### config.mk
export PLATFORM = sky130hd
export DESIGN_NAME = if_prefetch
export DESIGN_NICKNAME = d
export VERILOG_FILES = /design/src/rtl/if_pkg.sv /design/src/rtl/sync_fifo.sv /design/src/rtl/if_prefetch.sv
export SDC_FILE = /design/constraint.sdc
export NUM_CORES = 1
export LEC_CHECK = 0
export ABC_AREA = 1
export BUFFER_PORTS_ARGS = -buffer_cell sky130_fd_sc_hd__clkbuf_2
export CORE_UTILIZATION = 48
export CTS_CLUSTER_DIAMETER = 80
export CTS_CLUSTER_SIZE = 20
export DETAILED_ROUTE_END_ITERATION = 12
export GPL_ROUTABILITY_DRIVEN = 0
export PLACE_DENSITY = 0.67
export SLEW_MARGIN = 10
export SYNTH_ARGS = -nofsm -noshare
export SYNTH_HDL_FRONTEND = slang
export SYNTH_SLANG_ARGS = --single-unit
### constraint.sdc
create_clock -name clk -period 5.2 [get_ports clk]
set_input_delay 0.52 -clock clk [delete_from_list [all_inputs] [get_ports clk]]
set_output_delay 0.52 -clock clk [all_outputs]
set_load 0.05 [all_outputs]
### src/rtl/if_pkg.sv
// Shared types and constants for the instruction-fetch prefetch stage.
//   if_state_e  : fetch FSM state (normal fetch / draining wrong-path responses)
//   INSTR_BYTES : byte stride between consecutive instruction words
//   NOP         : canonical no-op encoding (addi x0, x0, 0)
//   if_entry_t  : one prefetch queue entry, pc in the upper half, instruction in the lower half
package if_pkg;

  typedef enum logic [0:0] {
    S_RUN   = 1'b0,
    S_DRAIN = 1'b1
  } if_state_e;

  localparam int          INSTR_BYTES = 4;
  localparam int          IF_XLEN     = 32;
  localparam logic [31:0] NOP         = 32'h0000_0013;

  typedef struct packed {
    logic [IF_XLEN-1:0] pc;
    logic [IF_XLEN-1:0] instr;
  } if_entry_t;

endpackage

### src/rtl/sync_fifo.sv
// Synchronous FIFO with a registered head output.
//   clk, reset : rising-edge clock, synchronous active-high reset
//   push       : write push_data (accepted when not full, or when full and popping)
//   pop        : drop the head entry (ignored when empty)
//   flush      : discard all entries; wins over push and pop
//   full/empty : occupancy flags, count : current occupancy
//   head       : registered copy of the oldest entry; valid when !empty
module sync_fifo #(
  parameter int               WIDTH      = 64,
  parameter int               DEPTH      = 4,
  parameter logic [WIDTH-1:0] RESET_HEAD = '0
) (
  input  logic                       clk,
  input  logic                       reset,
  input  logic                       push,
  input  logic [WIDTH-1:0]           push_data,
  input  logic                       pop,
  input  logic                       flush,
  output logic                       full,
  output logic                       empty,
  output logic [$clog2(DEPTH+1)-1:0] count,
  output logic [WIDTH-1:0]           head
);

  localparam int             PW   = (DEPTH > 1) ? $clog2(DEPTH) : 1;
  localparam int             CW   = $clog2(DEPTH + 1);
  localparam logic [PW-1:0]  LAST = PW'(DEPTH - 1);

  logic [WIDTH-1:0] mem_q [DEPTH];
  logic [PW-1:0]    rd_ptr_q, rd_ptr_d;
  logic [PW-1:0]    wr_ptr_q, wr_ptr_d;
  logic [CW-1:0]    count_q, count_d;
  logic [WIDTH-1:0] head_q, head_d;
  logic             do_push, do_pop;

  function automatic logic [PW-1:0] ptr_inc(input logic [PW-1:0] p);
    return (p == LAST) ? '0 : p + 1'b1;
  endfunction

  assign full    = (count_q == CW'(DEPTH));
  assign empty   = (count_q == '0);
  assign count   = count_q;
  assign head    = head_q;
  assign do_pop  = pop && !empty;
  assign do_push = push && (!full || do_pop);

  always_comb begin
    // NOTE: every variable gets a default before any branch so no latch is inferred.
    rd_ptr_d = rd_ptr_q;
    wr_ptr_d = wr_ptr_q;
    count_d  = count_q;
    head_d   = head_q;
    if (flush) begin
      rd_ptr_d = '0;
      wr_ptr_d = '0;
      count_d  = '0;
    end else begin
      if (do_pop)  rd_ptr_d = ptr_inc(rd_ptr_q);
      if (do_push) wr_ptr_d = ptr_inc(wr_ptr_q);
      count_d = count_q + CW'(do_push) - CW'(do_pop);
      // The write slot equals the next read slot only when the queue drains to
      // exactly the incoming word, so the head must take push_data directly.
      head_d = (do_push && (wr_ptr_q == rd_ptr_d)) ? push_data : mem_q[rd_ptr_d];
    end
  end

  // NOTE: storage is not reset; count and pointers alone define which entries are valid.
  always_ff @(posedge clk) begin
    if (do_push && !flush) mem_q[wr_ptr_q] <= push_data;
  end

  // NOTE: sequential state uses non-blocking assignments only.
  always_ff @(posedge clk) begin
    if (reset) begin
      rd_ptr_q <= '0;
      wr_ptr_q <= '0;
      count_q  <= '0;
      head_q   <= RESET_HEAD;
    end else begin
      rd_ptr_q <= rd_ptr_d;
      wr_ptr_q <= wr_ptr_d;
      count_q  <= count_d;
      head_q   <= head_d;
    end
  end

endmodule

### src/rtl/if_prefetch.sv
// Instruction-fetch prefetch stage.
//   clk, reset     : rising-edge clock, synchronous active-high reset
//   IFmem_*        : word request/grant to instruction memory, in-order responses (rvalid/rdata)
//   IFredirect(_pc): taken branch/jump pulse and its target (low two bits ignored)
//   IFvalid/IFready: decoder handshake on the head {IFpc, IFinstr} of the prefetch queue
// Requests are credit limited so queued plus outstanding words never exceed DEPTH,
// which guarantees every kept response has a free queue slot.
module if_prefetch
  import if_pkg::*;
#(
  parameter int              DEPTH    = 4,
  parameter int              XLEN     = 32,
  parameter logic [XLEN-1:0] RESET_PC = '0
) (
  input  logic            clk,
  input  logic            reset,
  output logic [XLEN-1:0] IFmem_addr,
  output logic            IFmem_req,
  input  logic            IFmem_gnt,
  input  logic            IFmem_rvalid,
  input  logic [XLEN-1:0] IFmem_rdata,
  input  logic            IFredirect,
  input  logic [XLEN-1:0] IFredirect_pc,
  output logic            IFvalid,
  input  logic            IFready,
  output logic [XLEN-1:0] IFinstr,
  output logic [XLEN-1:0] IFpc
);

  localparam int             CW      = $clog2(DEPTH + 1);
  localparam int             CW1     = CW + 1;
  localparam logic [XLEN-1:0] PC_STEP = XLEN'(INSTR_BYTES);

  if_state_e       state_q, state_d;
  logic [XLEN-1:0] fetch_pc_q, fetch_pc_d;
  logic [XLEN-1:0] resp_pc_q, resp_pc_d;
  logic [CW-1:0]   outstanding_q, outstanding_d;
  logic [CW-1:0]   drop_cnt_q, drop_cnt_d;

  logic [CW-1:0]     fifo_count;
  logic              fifo_full, fifo_empty;
  logic [2*XLEN-1:0] fifo_head;
  logic [CW:0]       credit_used;
  logic              fire, rsp, push, pop;
  logic [XLEN-1:0]   redirect_target;
  logic              redirect_pc_unused;

  // Targets are word aligned; the two low address bits are discarded.
  assign redirect_target    = {IFredirect_pc[XLEN-1:2], 2'b00};
  assign redirect_pc_unused = ^IFredirect_pc[1:0];

  assign credit_used = {1'b0, fifo_count} + {1'b0, outstanding_q};
  assign IFmem_req   = !reset && (state_q == S_RUN) && !IFredirect &&
                       (credit_used < CW1'(DEPTH));
  assign IFmem_addr  = fetch_pc_q;
  assign fire        = IFmem_req && IFmem_gnt;

  // A response with nothing outstanding is a protocol error and is ignored.
  assign rsp  = IFmem_rvalid && (outstanding_q != '0);
  // A response arriving with a redirect belongs to the old path.
  assign push = rsp && (drop_cnt_q == '0) && !IFredirect;
  assign pop  = IFvalid && IFready;

  assign IFvalid = !fifo_empty;
  assign IFpc    = fifo_head[2*XLEN-1:XLEN];
  assign IFinstr = fifo_head[XLEN-1:0];

  sync_fifo #(
    .WIDTH      (2 * XLEN),
    .DEPTH      (DEPTH),
    .RESET_HEAD ({RESET_PC, XLEN'(0)})
  ) u_queue (
    .clk       (clk),
    .reset     (reset),
    .push      (push),
    .push_data ({resp_pc_q, IFmem_rdata}),
    .pop       (pop),
    .flush     (IFredirect),
    .full      (fifo_full),
    .empty     (fifo_empty),
    .count     (fifo_count),
    .head      (fifo_head)
  );

  always_comb begin
    outstanding_d = outstanding_q + CW'(fire) - CW'(rsp);
    fetch_pc_d    = fetch_pc_q;
    resp_pc_d     = resp_pc_q;
    drop_cnt_d    = drop_cnt_q;
    state_d       = state_q;
    if (IFredirect) begin
      // Everything still in flight after this cycle is wrong-path and must be dropped.
      fetch_pc_d = redirect_target;
      resp_pc_d  = redirect_target;
      drop_cnt_d = outstanding_d;
      state_d    = (outstanding_d != '0) ? S_DRAIN : S_RUN;
    end else begin
      if (fire) fetch_pc_d = fetch_pc_q + PC_STEP;
      if (push) resp_pc_d  = resp_pc_q + PC_STEP;
      if (rsp && (drop_cnt_q != '0)) drop_cnt_d = drop_cnt_q - 1'b1;
      if ((state_q == S_DRAIN) && (drop_cnt_d == '0)) state_d = S_RUN;
    end
  end

  always_ff @(posedge clk) begin
    if (reset) begin
      state_q       <= S_RUN;
      fetch_pc_q    <= RESET_PC;
      resp_pc_q     <= RESET_PC;
      outstanding_q <= '0;
      drop_cnt_q    <= '0;
    end else begin
      state_q       <= state_d;
      fetch_pc_q    <= fetch_pc_d;
      resp_pc_q     <= resp_pc_d;
      outstanding_q <= outstanding_d;
      drop_cnt_q    <= drop_cnt_d;
    end
  end

  a_no_stray_rvalid: assert property (@(posedge clk) disable iff (reset)
    !(IFmem_rvalid && (outstanding_q == '0)));

  a_no_overflow: assert property (@(posedge clk) disable iff (reset)
    !(push && fifo_full && !pop));

endmodule

==> After elaboration in Yosys (flattened, before gate mapping) <==
Memory sizes are Yosys's and may differ from the RTL's. A register that Yosys moved wholly into a read port is not among the register bits.
Cells that the tools add are included.
{ "totals": {"register_bits": 78, "output_inout_bits": 98, "word_cells": 71, "mem_bits_rw": 256, "inputBits": 70, "latch_bits": 0, "rom_bits": 0, "n_memories": 1} }
{ "mem_list": {"columns": ["memory", "depth", "width", "rd", "rd_clocked_by_memory_dff", "wr", "line_no", "text"], "rows": [
  ["u_queue.mem_q", 4, 64, 1, 1, 1, "sync_fifo.sv:29", "logic [WIDTH-1:0] mem_q [DEPTH];"]
]} }
{ "op_classes": {"n_lt_le_gt_ge": 1, "div": 0, "shifts": 0, "mul": 0, "mux": 16, "bitwise": 1, "reduce_logical": 29, "n_addsub": 10, "eq_ne": 3} }
{ "ops": {"columns": ["operator", "n"], "rows": [
  ["$mux 32", 4],
  ["$add 32x3->32 const B", 2],
  ["$logic_and 1x1->1", 13],
  ["$logic_not 3->1", 3],
  ["$mux 3", 3],
  ["$reduce_bool 3->1", 3],
  ["$mux 2", 4],
  ["$add 3x1->3", 2],
  ["$reduce_bool 2->1", 3],
  ["$sub 3x1->3", 2],
  ["$logic_not 1->1", 5],
  ["$mux 1", 5],
  ["$add 2x1->2 const B", 2],
  ["$add 3x3->4", 1],
  ["$eq 2x2->1 const B", 2],
  ["$lt 4x3->1 const B", 1],
  ["$eq 3x3->1 const B", 1],
  ["$sub 3x1->3 const B", 1],
  ["$reduce_or 2->1", 1],
  ["$logic_or 1x1->1", 1],
  ["$not 1->1", 1]
]} }

==> Depth between registers and ports, before layout <==
Gate-level depths: netlist of run 1.
{ "logic_depth": {"depth_word": 10, "mapped_depth": 15, "depth_no_buf": 15} }

==> Hierarchy <==
A second synthesis of run 1 with hierarchy kept.
{ "hier_totals": {"hier_cells": 2454, "area_unflattened_um2": 19637.6} }
{ "modules_own_cells": {"columns": ["module", "cells_each", "n_inst", "area_per_inst_um2", "seq_area_each_um2"], "rows": [
  ["sync_fifo", 1634, 1, 14802.9, 9108.7],
  ["if_prefetch", 820, 1, 4834.6, 1341.3]
]} }

==> Least setup slack after synthesis of run 1 <==
OpenSTA, ideal clock, no wires.
{ "synth_path": {"path_kind": "input to register", "start": "in IFredirect", "end": "mem u_queue.mem_q[0][0] (enable)", "slack_ns": 0.770, "cell_stages": 7, "setup_ns": 0.482, "path_buffers": 2, "t_arrival_ns": 3.948, "required_ns": 4.718, "path_cell_list": "buf_2 > inv_2 > nand4_1 > nor2_1 > buf_2 > inv_2 > nor2_1"} }
{ "synth_via": {"elab_chain_cells": 6} }
{ "synth_lines": {"columns": ["element", "line_no", "text"], "rows": [
  ["from (decl)", "if_prefetch.sv:22", "input logic IFredirect,"],
  ["$logic_not 1->1 (*)", "sync_fifo.sv:69, if_prefetch.sv:61", null],
  ["$logic_and 1x1->1", "if_prefetch.sv:61", "assign push = rsp && (drop_cnt_q == '0) && !IFredirect;"],
  ["$logic_and 1x1->1", "sync_fifo.sv:45", "assign do_push = push && (!full || do_pop);"],
  ["$logic_and 1x1->1 (*)", "sync_fifo.sv:69", "if (do_push && !flush) mem_q[wr_ptr_q] <= push_data;"],
  ["$mux 1 (*)", "sync_fifo.sv:69", null],
  ["$mux 1 (not written as such) (*)", "sync_fifo.sv:69", null],
  ["to (decl)", "sync_fifo.sv:29", null]
]} }
Mark *: on every way between the ends. The rest lies on a longest branch, timed or not.

==> Worst setup path in the final report of run 1 <==
{ "layout_path": {"start": "reg outstanding_q[1]", "end": "reg state_q"} }
{ "layout_via": {"elab_chain_cells": 9, "elab_cells_between_ends": 17, "classes_between": "add/sub (3); order compare (1); mux (4); reduce/logical (9)"} }
{ "layout_lines": {"columns": ["element", "line_no", "text"], "rows": [
  ["from (decl)", "if_prefetch.sv:37", "logic [CW-1:0] outstanding_q, outstanding_d;"],
  ["from (signal assigned)", "if_prefetch.sv:116", "outstanding_q <= outstanding_d;"],
  ["$add 3x3->4", "if_prefetch.sv:52", "assign credit_used = {1'b0, fifo_count} + {1'b0, outstanding_q};"],
  ["$lt 4x3->1", "if_prefetch.sv:54", "(credit_used < CW1'(DEPTH));"],
  ["$logic_and 1x1->1", "if_prefetch.sv:53", "assign IFmem_req = !reset && (state_q == S_RUN) && !IFredirect &&"],
  ["$logic_and 1x1->1", "if_prefetch.sv:56", "assign fire = IFmem_req && IFmem_gnt;"],
  ["$add 3x1->3", "if_prefetch.sv:86", "outstanding_d = outstanding_q + CW'(fire) - CW'(rsp);"],
  ["$sub 3x1->3", "if_prefetch.sv:86", null],
  ["$reduce_bool 3->1", "if_prefetch.sv:96", "state_d = (outstanding_d != '0) ? S_DRAIN : S_RUN;"],
  ["$mux 1", "if_prefetch.sv:96", null],
  ["$mux 1", "if_prefetch.sv:91", "if (IFredirect) begin"],
  ["to (signal assigned)", "if_prefetch.sv:113", "state_q <= state_d;"],
  ["to (decl)", "if_prefetch.sv:34", "if_state_e state_q, state_d;"]
]} }
Parallel ways exist; a longest one is shown, timed or not. The select of a mux whose other input is x is not followed.
A chain may end at the register's enable or synchronous reset.

==> impl_metrics.ini, run 1 <==
[clock_tree]
cts_tree = yes
clockBufferDepth = 3
clock_latency_ns = 0.55
ctsRootBufferMaster = clkbuf_16
cts-buffers-inserted = 24
cts.sinks = 384
postCtsSetupRepairBufs = 0
clk_pin_slew_worst_paths_ns = 0.09
ctsResizeCount = 0
ctsHtreeMaxLevel = 1
hold_buffers = 0

[logic_synthesis]
synth-seq-cells = 384
synthesis.area_um2 = 17700
synthArstFlopShare_pct = 0
yosys.area.top_type = edfxtp_1
yosysSeqAreaShare_pct = 57.4
yosys_warnings = 0
postSynthCellCount = 2028
synth_top_area_share_pct = 42.1
synth_common_cells = nand2_1 (605), nand3_1 (373), edfxtp_1 (248)
synthFlopType = edfxtp_1
yosys.cell_types.count = 39
yosysMostFrequentCell = nand2_1
synth_area_leaders = edfxtp_1 (42%), dfxtp_1 (15%), nand2_1 (13%), nand3_1 (11%), inv_1 (3.2%)
synth.avg_cell_area_um2 = 8.73
synth_edf_count = 248

[global_route]
grt_max_degree = 74
grt-ovfl-total = 0
grt.total_usage_pct = 25.9
antenna_found_initial = 0
grt_pass1_wl_mm = 77.1
first_global_vias = 14300

[sta]
hold_viol_final = 0
fin_skew_ns = 0.0132
max_freq_mhz = 328
period_needed_ns = 3.05
fin_crit_sh_pct = 58.7
setup_tns_ns = 0
whs_ns = 0.194
grt_setup_unrepaired = no
fin_ws_ns = 2.15
worst_pin_slew_ns = 1.11
final-max-slew-violation-count = 0
slew_headroom_pct = 26.1
setup_violations = 0

[critical_path]
path_cells = ha_1 -> nand3_1 -> nand2_1 -> nor2_2 -> nand2_2 -> ha_1 -> inv_1 -> ha_1 -> inv_1 -> fa_1 -> xnor2_1 -> xor2_1 -> nand4_1 -> nand3_1 -> inv_1
cpPeakStageDelay_ns = 0.42
cp_max_fo = 6
cp-start-kind = flop
end_kind = flop
slowest_stage = dfxtp_1
critPathKind = flop to flop
worstPathArrival_ns = 3.50
critical_path_buf_inv_count = 3
cp_data_required_time_ns = 5.64
cpLargestDelayFamily = adder cells

[drt]
drt-vias-per-instance = 5.69
dr_total_vias = 14800
drtAntennaViolNets = 0
drtIter0Drc = 1322
route.detailed.drc = 0
wl_mm = 49.7
avgRoutedWirePerCell_um = 19.1
first_pass_iters = 6

[die]
chipWidth_um = 194
rows = 69
ios = 168
core-area_um2 = 35900
dieArea_um2 = 37700
initial_core_util_pct = 49.3
die_y_um = 194

[cells_and_area]
fin_nets = 2212
final_core_util_pct = 54.5
diodes = 0
drive_gt1_share_pct = 11.6
area_growth_pct = 10.5

[place]
post-dp-hpwl_mm = 29.2
numPortBuffers = 161
dp_slack_ns = 1.84

[power_and_ir_drop]
combPwrFrac_pct = 25.7
seqPwrFrac_pct = 48.8
p_per_area_nw_per_um2 = 387
p_sw_w = 0.00265
swShare_pct = 35.0
ir_drop_v = 0.000184
clkPwrFrac_pct = 25.5
intPower_w = 0.00492
p_leak_nw = 8.07

[run_status]
status = complete, no violations

[job]
drv_cap = 0

[hold_path]
hold_path.class = primary input to flop
## logic make-up (layout without fill, tap and decap cells)
group	Yosys count	count (layout)	synth area share, %
xor+xnor	14	14	0.692
other cells	1	4	0.0212
compound gates	136	136	4.08
fa+ha+maj	17	17	1.29
flops	384	384	57.4
buf+inv	272	384	6.41
simple gates	1204	1204	30.1
## registers in the layout, indices dropped and copies added (netlist names)
signal and count:
state_q 1, u_queue.count 3, resp_pc_q 30, u_queue.mem_q 248, drop_cnt_q 3, u_queue.wr_ptr_q 2, u_queue.rd_ptr_q 2, outstanding_q 3
IFmem_addr 30, u_queue.head 62
## per-stage QoR
stage	cell area (um2)	power [W]	instances
CTS	19600	0.00758	2604
floorplan	17700	0.00515	2031
finish	19600	0.00757	2604
detailed placement	18900	0.00570	2560
global route	19600	0.00791	2604
global placement	18900	0.00566	2560
## power by group through the flow
stage | registers (W) | clock network (W) | logic (W)
2_1_floorplan | 0.00411 | 0 | 0.00104
3_3_place_gp | 0.00375 | 0 | 0.00191
3_5_place_dp | 0.00376 | 0 | 0.00194
4_1_cts | 0.00369 | 0.00195 | 0.00195
5_1_grt | 0.00372 | 0.00206 | 0.00213
6_report | 0.00369 | 0.00193 | 0.00195
## worst paths after layout
| kind | startpoint | to | slack [ns] | depth (start not counted) |
|---|---|---|---|---|
| setup / recovery | outstanding_q[1] | state_q | 2.15 | 15 |
| hold / removal | IFmem_rdata[25] | u_queue.mem_q[2][25] | 0.19 | 1 |
| setup reg to reg | outstanding_q[1] | state_q | 2.15 | 15 |
| hold reg to reg | u_queue.head[18] | u_queue.head[18] | 0.45 | 2 |
## placed cells by master (no fill, tap or decap), types with 11 or more instances in the layout
cell / synthesis / layout
nand2_1: 605 / 604
nand3_1: 373 / 373
edfxtp_1: 248 / 248
clkbuf_2: 0 / 161
inv_1: 152 / 152
dfxtp_1: 136 / 136
nor2_1: 111 / 104
nand4_1: 76 / 76
o21ai_0: 61 / 61
a21oi_1: 47 / 47
clkbuf_16: 0 / 25
buf_4: 5 / 16
ha_1: 15 / 15
a31oi_1: 13 / 13
xor2_1: 12 / 12
clkbuf_1: 49 / 12
nor3_1: 11 / 11
## area by class of cell
class / count / area (um2)
multi-input combinational: 1375 / 6470
sequential: 384 / 10200
timing repair buffer: 183 / 1050
inverter: 157 / 589
clock inverter: 7 / 48.8
fill: 3233 / 16300
clock buffer: 37 / 671
tap: 461 / 577
## layer usage
metal	share of wire (%)	routed length (um)	track usage (%)
met1	42	20900	34.9
met2	46	22800	42.9
met3	8.8	4360	3.20
met4	3.2	1590	9.44
met5	0	0	0
No activity file was read; power rests on OpenSTA's default activity.
==> inputs of run 2 (changes only) <==
==> constraint.sdc (replaced) <==
create_clock -name clk -period 3.16 [get_ports clk]
set_input_delay 0.316 -clock clk [delete_from_list [all_inputs] [get_ports clk]]
set_output_delay 0.316 -clock clk [all_outputs]
set_load 0.05 [all_outputs]
==> impl_metrics.ini, run 2 (synthesized netlist as in run 1, its figures left out) <==
[run_status]
status = complete, no violations

[drt]
avgRoutedWirePerCell_um = 19.1
dr_total_vias = 15000
first_pass_iters = 5
route.detailed.drc = 0
drt-vias-per-instance = 5.70
wl_mm = 50.1
drtIter0Drc = 1189
drtAntennaViolNets = 0

[place]
post-dp-hpwl_mm = 29.1
numPortBuffers = 161
dp.cells = 2571

[sta]
worst_pin_slew_ns = 1.11
period_needed_ns = 2.79
fin_skew_ns = 0.0163
max_freq_mhz = 359
slew_headroom_pct = 26.1
hold_viol_final = 0
whs_ns = 0.0106
setup_tns_ns = 0
grt_setup_unrepaired = no
fin_crit_sh_pct = 88.2
final-max-slew-violation-count = 0
setup_violations = 0

[die]
chipWidth_um = 194
dieArea_um2 = 37700
initial_core_util_pct = 49.3
core-area_um2 = 35900
die_y_um = 194
ios = 168
rows = 69

[cells_and_area]
final_common_cell = nand2_1
fin_cells = 2623
largest_reg_flops = 248
multiInputGateArea_um2 = 6470
layout_common_cells = nand2_1 (604), nand3_1 (373), edfxtp_1 (248), clkbuf_2 (161), inv_1 (152)
drive_gt1_share_pct = 11.9
diodes = 0
area_growth_pct = 11.7
fin_nets = 2232
top_register = u_queue.mem_q
fillers = 3216
ff_latch_area_um2 = 10200

[job]
drv_cap = 0

[clock_tree]
ctsHtreeMaxLevel = 1
cts.sinks = 384
postCtsSetupRepairBufs = 0
clockBufferDepth = 3
ctsRootBufferMaster = clkbuf_16
cts-buffers-inserted = 24
clk_pin_slew_worst_paths_ns = 0.09
clock_latency_ns = 0.54
cts_tree = yes

[critical_path]
cp_max_fo = 6
critPathKind = flop to flop
cp_data_required_time_ns = 3.60
cp-start-kind = flop
worstPathArrival_ns = 3.23
end_kind = flop
reg2reg_slack_ns = 0.37

[global_route]
grt.total_usage_pct = 26.1
first_global_vias = 14200
grt-ovfl-total = 0
antenna_found_initial = 0
grt_pass1_wl_mm = 77.9
grt_max_degree = 74

[power_and_ir_drop]
p_per_area_nw_per_um2 = 639
p_leak_nw = 8.19
finalPower_w = 0.0126
ir_drop_v = 0.000332

[hold_path]
hold_path.class = primary input to flop
## run 2: through the flow
| stage | setup slack [ns] | cell area, um2 | util [%] |
|---|---|---|---|
| 6_report | 0.374 | 19800 | 55.1 |
| 2_1_floorplan | -0.184 | 17700 | - |
| 3_5_place_dp | 0.378 | 18900 | 52.7 |
| 3_3_place_gp | 0.382 | 18900 | 52.7 |
| 5_1_grt | 0.0937 | 19800 | 55.1 |
| 4_1_cts | 0.366 | 19800 | 55.1 |
## run 2: timing repair
item	in CTS	in global routing
hold buffers	9	0
endpoints found under the hold margin	30	0
resized for setup	0	0
## run 2: cell type report
class / instances / share of cell area [%]
multi-input cells: 1375 / 32.7
flip-flops and latches: 384 / 51.4
clock inverters: 5 / 0.323
clock buffers: 38 / 3.52
repair buffers: 203 / 6.10
well taps: 461 / 2.92
inverters: 157 / 2.98
## run 2: metal layers
metal	track usage, %	vias to the layer above	share of wire, %
met5	0	-	0
met4	9.61	0	3.3
met3	3.27	124	8.7
met2	42.6	741	46
met1	35.6	7025	42
li1	-	7069	-
## run 2: path summary, 6_finish.rpt
kind / to / from / cells after the start
worst min-delay path: u_queue.mem_q[2][27] / IFmem_rdata[27] / 1
worst min register to register: u_queue.head[28] / u_queue.head[28] / 2
worst max-delay path: state_q / outstanding_q[1] / 15
worst max register to register: state_q / outstanding_q[1] / 15
## run 2: power breakdown
group / switching (W) / leakage (nW) / internal, W
clock network: 0.00170 / 0.368 / 0.00162
logic: 0.00238 / 4.44 / 0.000863
registers: 0.000303 / 3.38 / 0.00577
## run 2: critical path, cell delays in order (launching register included)
cell	delay [ns]
dfxtp_1	0.43
ha_1	0.26
nand3_1	0.08
nand2_1	0.06
nor2_2	0.11
nand2_2	0.14
ha_1	0.30
inv_1	0.06
ha_1	0.13
inv_1	0.05
fa_1	0.37
xnor2_1	0.17
xor2_1	0.26
nand4_1	0.12
nand3_1	0.11
inv_1	0.04
==> inputs of run 3 (changes only) <==
--- a/config.mk
+++ b/config.mk
@@ -13,6 +13,7 @@
 export DETAILED_ROUTE_END_ITERATION = 12
 export GPL_ROUTABILITY_DRIVEN = 0
 export PLACE_DENSITY = 0.67
+export RECOVER_POWER = 25
 export SLEW_MARGIN = 10
 export SYNTH_ARGS = -nofsm -noshare
 export SYNTH_HDL_FRONTEND = slang
==> impl_metrics.ini, run 3 (synthesized netlist as in run 1, its figures left out) <==
[run_status]
status = complete, no violations

[drt]
avgRoutedWirePerCell_um = 19.1
drt-vias-per-instance = 5.71
first_pass_iters = 5
drtAntennaViolNets = 0
route.detailed.drc = 0
wl_mm = 50.2
drtIter0Drc = 1282
dr_total_vias = 15000

[critical_path]
cp_data_required_time_ns = 3.61
regToRegStartpoint = outstanding_q[1]
cp-start-kind = flop
cp_max_fo = 6
reg2regPathDepth = 15
end_kind = flop
critPathKind = flop to flop
reg2reg_slack_ns = 0.38
crit-reg2reg-capture = state_q
worstPathArrival_ns = 3.23

[sta]
max_freq_mhz = 360
final-max-slew-violation-count = 0
fin_skew_ns = 0.0169
worst_pin_slew_ns = 1.11
grt_setup_unrepaired = no
fin_crit_sh_pct = 88.0
hold_viol_final = 0
setup_tns_ns = 0
period_needed_ns = 2.78
slew_headroom_pct = 26.3
setup_violations = 0

[power_and_ir_drop]
p_per_area_nw_per_um2 = 640
ir_drop_v = 0.000333
p_leak_nw = 8.09

[die]
rows = 69
chipWidth_um = 194
initial_core_util_pct = 49.3
die_y_um = 194
core-area_um2 = 35900
ios = 168
dieArea_um2 = 37700

[clock_tree]
ctsResizeCount = 0
clk_pin_slew_worst_paths_ns = 0.08
cts.sinks = 384
cts_tree = yes
cts-buffers-inserted = 24
ctsHtreeMaxLevel = 1
ctsRootBufferMaster = clkbuf_16
clockBufferDepth = 3
clock_latency_ns = 0.55

[global_route]
grt-ovfl-total = 0
antenna_found_initial = 0
grt_pass1_wl_mm = 77.9
first_global_vias = 14200
grt.total_usage_pct = 26.1
grt_max_degree = 74

[cells_and_area]
drive_gt1_share_pct = 10.5
layout_common_cells = nand2_1 (604), nand3_1 (373), edfxtp_1 (248), inv_1 (152), dfxtp_1 (136)
top_register = u_queue.mem_q
largest_reg_flops = 248
diodes = 0
final_core_util_pct = 54.9
final_common_cell = nand2_1
area_growth_pct = 11.4
ff_latch_area_um2 = 10200
fin_nets = 2232
multiInputGateArea_um2 = 6470
fillers = 3240

[hold_path]
whs_endpoint = resp_pc_q[21]
worstHoldStart = IFredirect_pc[21]
min_path_cells = 3
hold_path.class = primary input to flop

[job]
drv_cap = 0

[place]
post-dp-hpwl_mm = 29.1
numPortBuffers = 161
==> run 3: cell counts in the layout (fill, tap and decap cells not counted) <==
Identical to the previous run, type by type.
==> run 3: repair_timing <==
action / CTS / global route
endpoints found under the setup margin: 0 / 0
setup buffers: 0 / 0
hold buffers: 9 / 0
endpoints found under the hold margin: 30 / 0
==> run 3: area by class of cell <==
class	instances	area share (%)
flip-flops and latches	384	51.5
clock buffers	38	3.53
repair buffers	203	5.92
well taps	461	2.92
multi-input cells	1375	32.8
inverters	157	2.99
clock inverters	5	0.323
==> run 3: worst max-delay path: stages, from the launching register on <==
cell	delay (ns)
dfxtp_1	0.43
ha_1	0.26
nand3_1	0.08
nand2_1	0.06
nor2_2	0.11
nand2_2	0.14
ha_1	0.30
inv_1	0.06
ha_1	0.13
inv_1	0.05
fa_1	0.37
xnor2_1	0.17
xor2_1	0.26
nand4_1	0.12
nand3_1	0.11
inv_1	0.04
==> run 3: worst max path at each step <==
stage,start,endpoint,depth (start not counted)
after global routing,outstanding_q[1],state_q,15
after floorplan,drop_cnt_q[0],u_queue.mem_q[0][0],9
after detailed placement,outstanding_q[1],state_q,15
after global placement,outstanding_q[1],state_q,15
final,outstanding_q[1],state_q,15
after CTS,outstanding_q[1],state_q,15
==> run 3: per-stage QoR <==
stage	std cells	hold slack, ns	setup slack (ns)	total power, W	area (um2)
6_report	2623	0.0621	0.380	0.0126	19700
5_1_grt	2623	0.0634	0.0937	0.0132	19700
4_1_cts	2623	0.000369	0.366	0.0127	19800
3_5_place_dp	2571	0.441	0.378	0.00940	18900
3_3_place_gp	2571	0.436	0.382	0.00935	18900
2_1_floorplan	2031	0.399	-0.184	0.00847	17700
==> run 3: metal layers <==
metal  wire (um)  vias up  track usage (%)
li1            -     7070                -
met1       21000     7041             35.6
met2       23200      757             42.6
met3        4430      113             3.27
met4        1620        0             9.61
met5           0        -                0
==> run 3: power by group <==
| part | internal, W | leakage (nW) | switching, W | total (W) |
|---|---|---|---|---|
| logic | 0.000857 | 4.35 | 0.00238 | 0.00324 |
| clock network | 0.00162 | 0.368 | 0.00169 | 0.00331 |
| registers | 0.00577 | 3.38 | 0.000303 | 0.00608 |
| total | 0.00825 | 8.09 | 0.00438 | 0.0126 |
